<file path="config.mk">
export PLATFORM = sky130hd
export DESIGN_NAME = lsu_mem_ctrl
export DESIGN_NICKNAME = d
export VERILOG_FILES = /design/src/rtl/lsu_mem_ctrl_pkg.sv /design/src/rtl/lsu_load_ext.sv /design/src/rtl/lsu_mem_ctrl.sv
export SDC_FILE = /design/constraint.sdc
export NUM_CORES = 1
export LEC_CHECK = 0
export BUFFER_PORTS_ARGS = -buffer_cell sky130_fd_sc_hd__buf_2
export CORE_AREA = 2 2 137 99
export DETAILED_ROUTE_END_ITERATION = 12
export DIE_AREA = 0 0 139 101
export GPL_ROUTABILITY_DRIVEN = 1
export PLACE_DENSITY = 0.75
export REMOVE_ABC_BUFFERS = 1
export SETUP_SLACK_MARGIN = 0.4
export SYNTH_ARGS = -nofsm -noshare
export SYNTH_HDL_FRONTEND = slang
export SYNTH_HIERARCHICAL = 1
export SYNTH_SLANG_ARGS = --single-unit
export TNS_END_PERCENT = 100
</file>
<file path="constraint.sdc">
create_clock -name clk -period 1.81 [get_ports clk]
set_clock_uncertainty 0.1 [all_clocks]
set_input_delay 0.362 -clock clk [delete_from_list [all_inputs] [get_ports clk]]
set_output_delay 0.362 -clock clk [all_outputs]
set_load 0.01 [all_outputs]
</file>
<file path="src/rtl/lsu_mem_ctrl_pkg.sv">
// Shared definitions for the memory-stage sequencer.
//   - state_t      : sequencer states
//   - ROP_*        : load-extension opcodes
//   - WMASK_*      : byte masks at word offset 0 as delivered by EX/MEM
//   - misaligned() : alignment rule for halfword/word accesses
package lsu_mem_ctrl_pkg;

  typedef enum logic [1:0] {
    ST_IDLE = 2'd0,
    ST_REQ  = 2'd1,
    ST_RESP = 2'd2,
    ST_OUT  = 2'd3
  } state_t;

  localparam logic [2:0] ROP_LB  = 3'd0;
  localparam logic [2:0] ROP_LH  = 3'd1;
  localparam logic [2:0] ROP_LW  = 3'd2;
  localparam logic [2:0] ROP_LBU = 3'd4;
  localparam logic [2:0] ROP_LHU = 3'd5;

  localparam logic [3:0] WMASK_BYTE = 4'b0001;
  localparam logic [3:0] WMASK_HALF = 4'b0011;
  localparam logic [3:0] WMASK_WORD = 4'b1111;

  // Halfwords must sit on an even byte, words on a word boundary.
  function automatic logic misaligned(input logic is_half, input logic is_word,
                                      input logic [1:0] offset);
    return (is_half && offset[0]) || (is_word && (offset != 2'b00));
  endfunction

endpackage

</file>
<file path="src/rtl/lsu_load_ext.sv">
// Load-data aligner: moves the addressed byte lane down to bit 0 and then
// sign/zero extends according to the load opcode. Purely combinational so a
// future cache path can reuse it unchanged.
// Ports:
//   rdata   in  DATA_WIDTH      raw word from memory
//   offset  in  2               byte offset of the access within the word
//   ropcode in  ROPCODE_LENGTH  extension type (LB/LH/LW/LBU/LHU)
//   data    out DATA_WIDTH      aligned, extended result
module lsu_load_ext #(
  parameter int DATA_WIDTH     = 32,
  parameter int ROPCODE_LENGTH = 3
) (
  input  logic [DATA_WIDTH-1:0]     rdata,
  input  logic [1:0]                offset,
  input  logic [ROPCODE_LENGTH-1:0] ropcode,
  output logic [DATA_WIDTH-1:0]     data
);
  import lsu_mem_ctrl_pkg::*;

  logic [DATA_WIDTH-1:0] shifted;

  // NOTE: every variable written in always_comb gets a value at the top of
  // the block, so no path leaves it unassigned and no latch is inferred.
  always_comb begin
    shifted = rdata >> {offset, 3'b000};
    data    = shifted;
    case (ropcode)
      ROPCODE_LENGTH'(ROP_LB):  data = {{(DATA_WIDTH-8){shifted[7]}}, shifted[7:0]};
      ROPCODE_LENGTH'(ROP_LH):  data = {{(DATA_WIDTH-16){shifted[15]}}, shifted[15:0]};
      ROPCODE_LENGTH'(ROP_LW):  data = shifted;
      ROPCODE_LENGTH'(ROP_LBU): data = {{(DATA_WIDTH-8){1'b0}}, shifted[7:0]};
      ROPCODE_LENGTH'(ROP_LHU): data = {{(DATA_WIDTH-16){1'b0}}, shifted[15:0]};
      default:                  data = shifted; // undefined opcode: whole shifted word
    endcase
  end

endmodule

</file>
<file path="src/rtl/lsu_mem_ctrl.sv">
// Memory-stage sequencer between the EX/MEM register and the data-memory bus.
// Takes one instruction at a time, runs at most one request/response bus
// transaction for it, and hands the result to MEM/WB.
// Ports:
//   clk, resetn (sync, active-low)
//   m_valid_in / m_ready_out           handshake with EX/MEM (m_ready_out = Mready)
//   mem_read, mem_write, wmask,
//   ropcode, addr, wdata               instruction fields, latched on acceptance
//   req_valid/ready, req_we, req_addr,
//   req_wdata, req_wstrb               bus request channel
//   resp_valid/ready, resp_rdata,
//   resp_err                           bus response channel
//   w_valid / w_ready, load_data,
//   access_fault                       result handshake with MEM/WB
module lsu_mem_ctrl #(
  parameter int DATA_WIDTH     = 32,
  parameter int WMASK_LENGTH   = 4,
  parameter int ROPCODE_LENGTH = 3
) (
  input  logic                      clk,
  input  logic                      resetn,
  input  logic                      m_valid_in,
  output logic                      m_ready_out,
  input  logic                      mem_read,
  input  logic                      mem_write,
  input  logic [WMASK_LENGTH-1:0]   wmask,
  input  logic [ROPCODE_LENGTH-1:0] ropcode,
  input  logic [DATA_WIDTH-1:0]     addr,
  input  logic [DATA_WIDTH-1:0]     wdata,
  output logic                      req_valid,
  input  logic                      req_ready,
  output logic                      req_we,
  output logic [DATA_WIDTH-1:0]     req_addr,
  output logic [DATA_WIDTH-1:0]     req_wdata,
  output logic [WMASK_LENGTH-1:0]   req_wstrb,
  input  logic                      resp_valid,
  output logic                      resp_ready,
  input  logic [DATA_WIDTH-1:0]     resp_rdata,
  input  logic                      resp_err,
  output logic                      w_valid,
  input  logic                      w_ready,
  output logic [DATA_WIDTH-1:0]     load_data,
  output logic                      access_fault
);
  import lsu_mem_ctrl_pkg::*;

  state_t state, state_next;

  logic [DATA_WIDTH-1:0]     addr_q, wdata_q, load_data_q;
  logic [WMASK_LENGTH-1:0]   wmask_q;
  logic [ROPCODE_LENGTH-1:0] ropcode_q;
  logic                      read_q, write_q, fault_q;

  logic                  accept;
  logic                  is_half, is_word, bad_access;
  logic [DATA_WIDTH-1:0] ext_data;

  assign accept = m_valid_in && m_ready_out;

  // Access size comes from the extension opcode for loads and from the byte
  // mask for stores; it only matters for the alignment check.
  always_comb begin
    is_half = 1'b0;
    is_word = 1'b0;
    if (mem_read) begin
      is_half = (ropcode == ROPCODE_LENGTH'(ROP_LH)) || (ropcode == ROPCODE_LENGTH'(ROP_LHU));
      is_word = (ropcode == ROPCODE_LENGTH'(ROP_LW));
    end else if (mem_write) begin
      is_half = (wmask == WMASK_LENGTH'(WMASK_HALF));
      is_word = (wmask == WMASK_LENGTH'(WMASK_WORD));
    end
  end

  assign bad_access = (mem_read && mem_write) || misaligned(is_half, is_word, addr[1:0]);

  lsu_load_ext #(
    .DATA_WIDTH    (DATA_WIDTH),
    .ROPCODE_LENGTH(ROPCODE_LENGTH)
  ) u_load_ext (
    .rdata  (resp_rdata),
    .offset (addr_q[1:0]),
    .ropcode(ropcode_q),
    .data   (ext_data)
  );

  // State register.
  // NOTE: sequential state is updated with non-blocking assignments so every
  // flop samples pre-edge values regardless of statement order.
  always_ff @(posedge clk) begin
    if (!resetn) state <= ST_IDLE;
    else         state <= state_next;
  end

  // Next-state logic.
  always_comb begin
    state_next = state;
    case (state)
      ST_IDLE: if (accept) begin
        if ((!mem_read && !mem_write) || bad_access) state_next = ST_OUT;
        else                                         state_next = ST_REQ;
      end
      ST_REQ:  if (req_ready)  state_next = ST_RESP;
      ST_RESP: if (resp_valid) state_next = ST_OUT;
      ST_OUT:  if (w_ready)    state_next = ST_IDLE;
      default: state_next = ST_IDLE;
    endcase
  end

  // Latched instruction fields and result.
  always_ff @(posedge clk) begin
    if (!resetn) begin
      addr_q      <= '0;
      wdata_q     <= '0;
      wmask_q     <= '0;
      ropcode_q   <= '0;
      read_q      <= 1'b0;
      write_q     <= 1'b0;
      load_data_q <= '0;
      fault_q     <= 1'b0;
    end else begin
      if (accept) begin
        addr_q      <= addr;
        wdata_q     <= wdata;
        wmask_q     <= wmask;
        ropcode_q   <= ropcode;
        read_q      <= mem_read;
        write_q     <= mem_write;
        load_data_q <= '0;
        fault_q     <= bad_access;
      end
      if (state == ST_RESP && resp_valid) begin
        fault_q     <= resp_err;
        load_data_q <= (read_q && !resp_err) ? ext_data : '0;
      end
    end
  end

  // Outputs. m_ready_out is also masked by resetn so nothing is accepted
  // while the stage is held in reset.
  always_comb begin
    m_ready_out = 1'b0;
    req_valid   = 1'b0;
    req_we      = 1'b0;
    req_addr    = '0;
    req_wdata   = '0;
    req_wstrb   = '0;
    resp_ready  = 1'b0;
    w_valid     = 1'b0;
    case (state)
      ST_IDLE: m_ready_out = resetn;
      ST_REQ: begin
        req_valid = 1'b1;
        req_we    = write_q;
        req_addr  = {addr_q[DATA_WIDTH-1:2], 2'b00};
        req_wstrb = wmask_q << addr_q[1:0];
        req_wdata = wdata_q << {addr_q[1:0], 3'b000};
      end
      ST_RESP: resp_ready = 1'b1;
      ST_OUT:  w_valid    = 1'b1;
      default: ;
    endcase
  end

  assign load_data    = load_data_q;
  assign access_fault = fault_q;

endmodule

</file>
==> out/metrics.csv <==
stage,metric,value,unit
timing,fmax,0.480,GHz
timing,number of hold violations in the final report,0,
worst_setup_path,crit end category,output pin,
power_and_ir_drop,switching share of total power,37.6,%
layout,"Design Area, Final",9750,um2
synthesis,"top cells by area, synth","dfxtp_1 (39%), nand2_1 (12%), mux2i_1 (6.9%)",
synthesis,Compound-Gate Fraction of Synth Area,12.5,%
floorplanning,core area,12800,um2
synthesis,adder-cell share of the synthesized area,1.14,%
floorplanning,initial core utilization,43.0,%
grt,total track usage,26.6,%
synthesis,Mapped Area,5500,um2
worst_setup_path,Crit Path Category,reg -> out,
cts,CTS Sinks,108,
power_and_ir_drop,switching power,3.99,mW
power_and_ir_drop,sequential power share,28.5,%
drt,vias per cell,5.75,
cts,root buf cell,clkbuf_16,
floorplanning,IO Count,218,
grt,vias in the first global route,5614,
timing,max_slew headroom,65.4,%
outcome,violated checks,negative setup slack,
hold_path,Hold Crit Class,in -> reg,
power_and_ir_drop,power after layout,10.6,mW
place,I/O Buffers,215,
cts,CTS Hold Bufs,0,
timing,Final Worst Setup Slack,-273,ps
power_and_ir_drop,worst-case vdd ir drop,0.826,mV
synthesis,synth unique cells,43,
synthesis,Syn Area/Cell,7.70,um2
synthesis,Yosys reg bits,108,
cts,clock buffer depth,2,
worst_setup_path,worst path required time,1350,ps
synthesis,Post-synth ARST share,0,%
place,Placement Setup Slack,24.3,ps
power_and_ir_drop,P per Cell Area,1090,nW/um2
drt,first drt pass iteration count,5,
synthesis,mux cell area share after synthesis,8.76,%
timing,Slew Limit Fails,0,
cts,clock latency on the worst-skew pair,340,ps
synthesis,prevailing post-synth register cell,dfxtp_1,
floorplanning,Chip Height,101,um
cts,TritonCTS clock tree,done,
power_and_ir_drop,LEAKAGE,4.72,nW
place,placed cell count,1072,
worst_setup_path,crit path max fanout,9,
timing,Final min period,2080,ps
floorplanning,full die area,14000,um2
floorplanning,Die Span X,139,um
outcome,status,"complete, but fails checks",
power_and_ir_drop,Int Power,6.63,mW
timing,setup_tns,-17700,ps
timing,hold_ws,103,ps
worst_setup_path,critical path launch point type,flop,
worst_setup_path,critical path arrival,1620,ps
grt,initial antenna violation count,1,
synthesis,Gate Count Post-Synth,714,
run,max-cap violation count,0,
timing,Final setup viols,146,
cts,CTS Buf Count,9,
layout,post-layout util,76.3,%
synthesis,fraction of the yosys area taken by sequential cells,39.3,%
timing,RSZ-0062 raised after global routing,yes,
layout,Final nets,1107,
layout,P&R area growth vs syn,77.4,%
synthesis,Simple-Gate Fraction of Synth Area,32.7,%
synthesis,Yosys top cell area share,39.3,%
synthesis,top cell type by total area after synthesis,dfxtp_1,
cts,H-tree depth,3,
layout,final cell count without fillers,1162,
drt,DRC violations left,0,
synthesis,Post-synth EDFFs,0,
timing,Tightest Pin Transition,517,ps
place,GP Congestion,0.862,
cts,clock slew at reported path FFs,80,ps
synthesis,Ys Warns,6,
layout,share of layout cells above drive strength 1,57.1,%
timing,Tcrit/Tclk final,115,%
layout,Storage cell area,2170,um2
layout,Multi-input gate area,4060,um2
drt,initial detailed-routing violation count,541,
grt,Overflow after GRT,0,
floorplanning,Cell Rows,35,
grt,largest net degree at the start of global routing,64,
drt,antenna-violating nets left,0,
drt,via total after detailed routing,6680,
power_and_ir_drop,combinational power share,51.9,%
drt,final wirelength,23400,um
power_and_ir_drop,clock power share,19.6,%
grt,first-pass GRT wire length,29900,um
place,hpwl dp,11600,um
place,dpl cell area,6940,um2
synthesis,Synth Area in XOR/XNOR,0.159,%
synthesis,main combinational cell family by area after synthesis,simple AND/OR/NAND/NOR gates,
drt,WL/cell,20.2,um
layout,# fillers,800,
[critical path: stages, from the launching register on]
cell,delay (ps)
dfxtp_4,410
buf_12,170
mux2_4,320
o211a_1,230
buf_2,140
[per-layer routing]
metal	part of all wire, %	global-route usage, %	vias up
li1	-	-	2987
met1	43	38.0	3210
met2	46	40.9	424
met3	8.9	5.70	59
met4	2.4	6.84	0
met5	0	0	-
[cells in the final DEF, fill, tap and decap left out, types with 3 or more instances in the layout]
| cell | n |
|---|---|
| a211oi_1 | 4 |
| a211oi_2 | 11 |
| a21oi_1 | 5 |
| a21oi_2 | 4 |
| a22oi_1 | 12 |
| a22oi_2 | 20 |
| and2_1 | 14 |
| and2_4 | 36 |
| buf_12 | 20 |
| buf_16 | 12 |
| buf_2 | 174 |
| buf_4 | 26 |
| buf_6 | 73 |
| buf_8 | 6 |
| clkbuf_16 | 20 |
| dfxtp_1 | 104 |
| dfxtp_4 | 3 |
| ha_4 | 4 |
| inv_6 | 4 |
| mux2_2 | 3 |
| mux2_4 | 6 |
| mux2i_1 | 21 |
| mux2i_2 | 6 |
| mux2i_4 | 11 |
| nand2_1 | 89 |
| nand2_2 | 59 |
| nand2_4 | 34 |
| nand3_1 | 74 |
| nor2_1 | 51 |
| nor2_2 | 5 |
| nor2_4 | 6 |
| nor2b_1 | 9 |
| o211a_1 | 9 |
| o21ai_0 | 6 |
| o21ai_1 | 8 |
| o21ai_2 | 7 |
[registers in the layout, summed over array words and instances, names as in the netlist]
name / flops
wmask_q: 4
wdata_q: 32
ropcode_q: 3
state: 2
addr_q: 32
load_data: 32
read_q: 1
write_q: 1
access_fault: 1
[power groups by stage]
stage,clock network (mW),registers (mW),logic [mW]
final,2.08,3.03,5.52
after floorplan,0,3.05,1.48
after global routing,2.21,3.06,5.76
after detailed placement,0,3.01,2.76
after global placement,0,3.00,2.72
after CTS,2.09,2.96,4.01
[kinds of logic after synthesis]
kind of cell,after synthesis
compound gates,94
simple gates,395
fa+ha+maj,5
buf+inv,63
xor+xnor,1
flops,108
other cells,1
mux,47
[layout make-up]
type / count / area share, %
Antenna cell: 1 / 0.0257
Timing Repair Buffer: 322 / 30.6
Sequential cell: 108 / 22.3
Inverter: 5 / 0.244
Tap cell: 166 / 2.13
Multi-Input combinational cell: 544 / 41.6
Clock inverter: 7 / 0.821
Clock buffer: 9 / 2.31
[final timing paths]
kind,cells past startpoint,slack [ps],endpoint,startpoint
worst max-delay path,4,-270,req_wstrb[3],addr_q[1]$_SDFFE_PN0P_
worst min register to register,2,360,addr_q[31]$_SDFFE_PN0P_,addr_q[31]$_SDFFE_PN0P_
worst max register to register,9,-220,load_data[29]$_SDFFE_PN0P_,addr_q[0]$_SDFFE_PN0P_
worst min-delay path,3,100,addr_q[3]$_SDFFE_PN0P_,addr[3]
[cell usage after synthesis (2+ instances only)]
| master | instances |
|---|---|
| nor3_1 | 2 |
| buf_2 | 19 |
| o21ai_2 | 2 |
| dfxtp_1 | 108 |
| buf_1 | 7 |
| nand3_1 | 74 |
| a211oi_1 | 15 |
| inv_1 | 4 |
| nor2_1 | 62 |
| nor4bb_1 | 2 |
| nand2b_1 | 2 |
| buf_4 | 6 |
| mux2i_1 | 38 |
| nand2_1 | 182 |
| o21ai_0 | 19 |
| a22oi_1 | 32 |
| and3_1 | 3 |
| clkbuf_1 | 24 |
| a21oi_1 | 8 |
| o211a_1 | 9 |
| buf_6 | 2 |
| and2_1 | 50 |
| ha_1 | 5 |
| mux2_2 | 9 |
| nor2b_1 | 12 |
[repair_timing]
| item | in CTS | in global routing |
|---|---|---|
| pin swaps | 47 | 108 |
| gates cloned | 11 | 15 |
| endpoints found under the setup margin | 179 | 179 |
| gates resized for setup | 172 | 232 |
| setup buffers | 26 | 21 |
(Power assumes the default switching activity.)
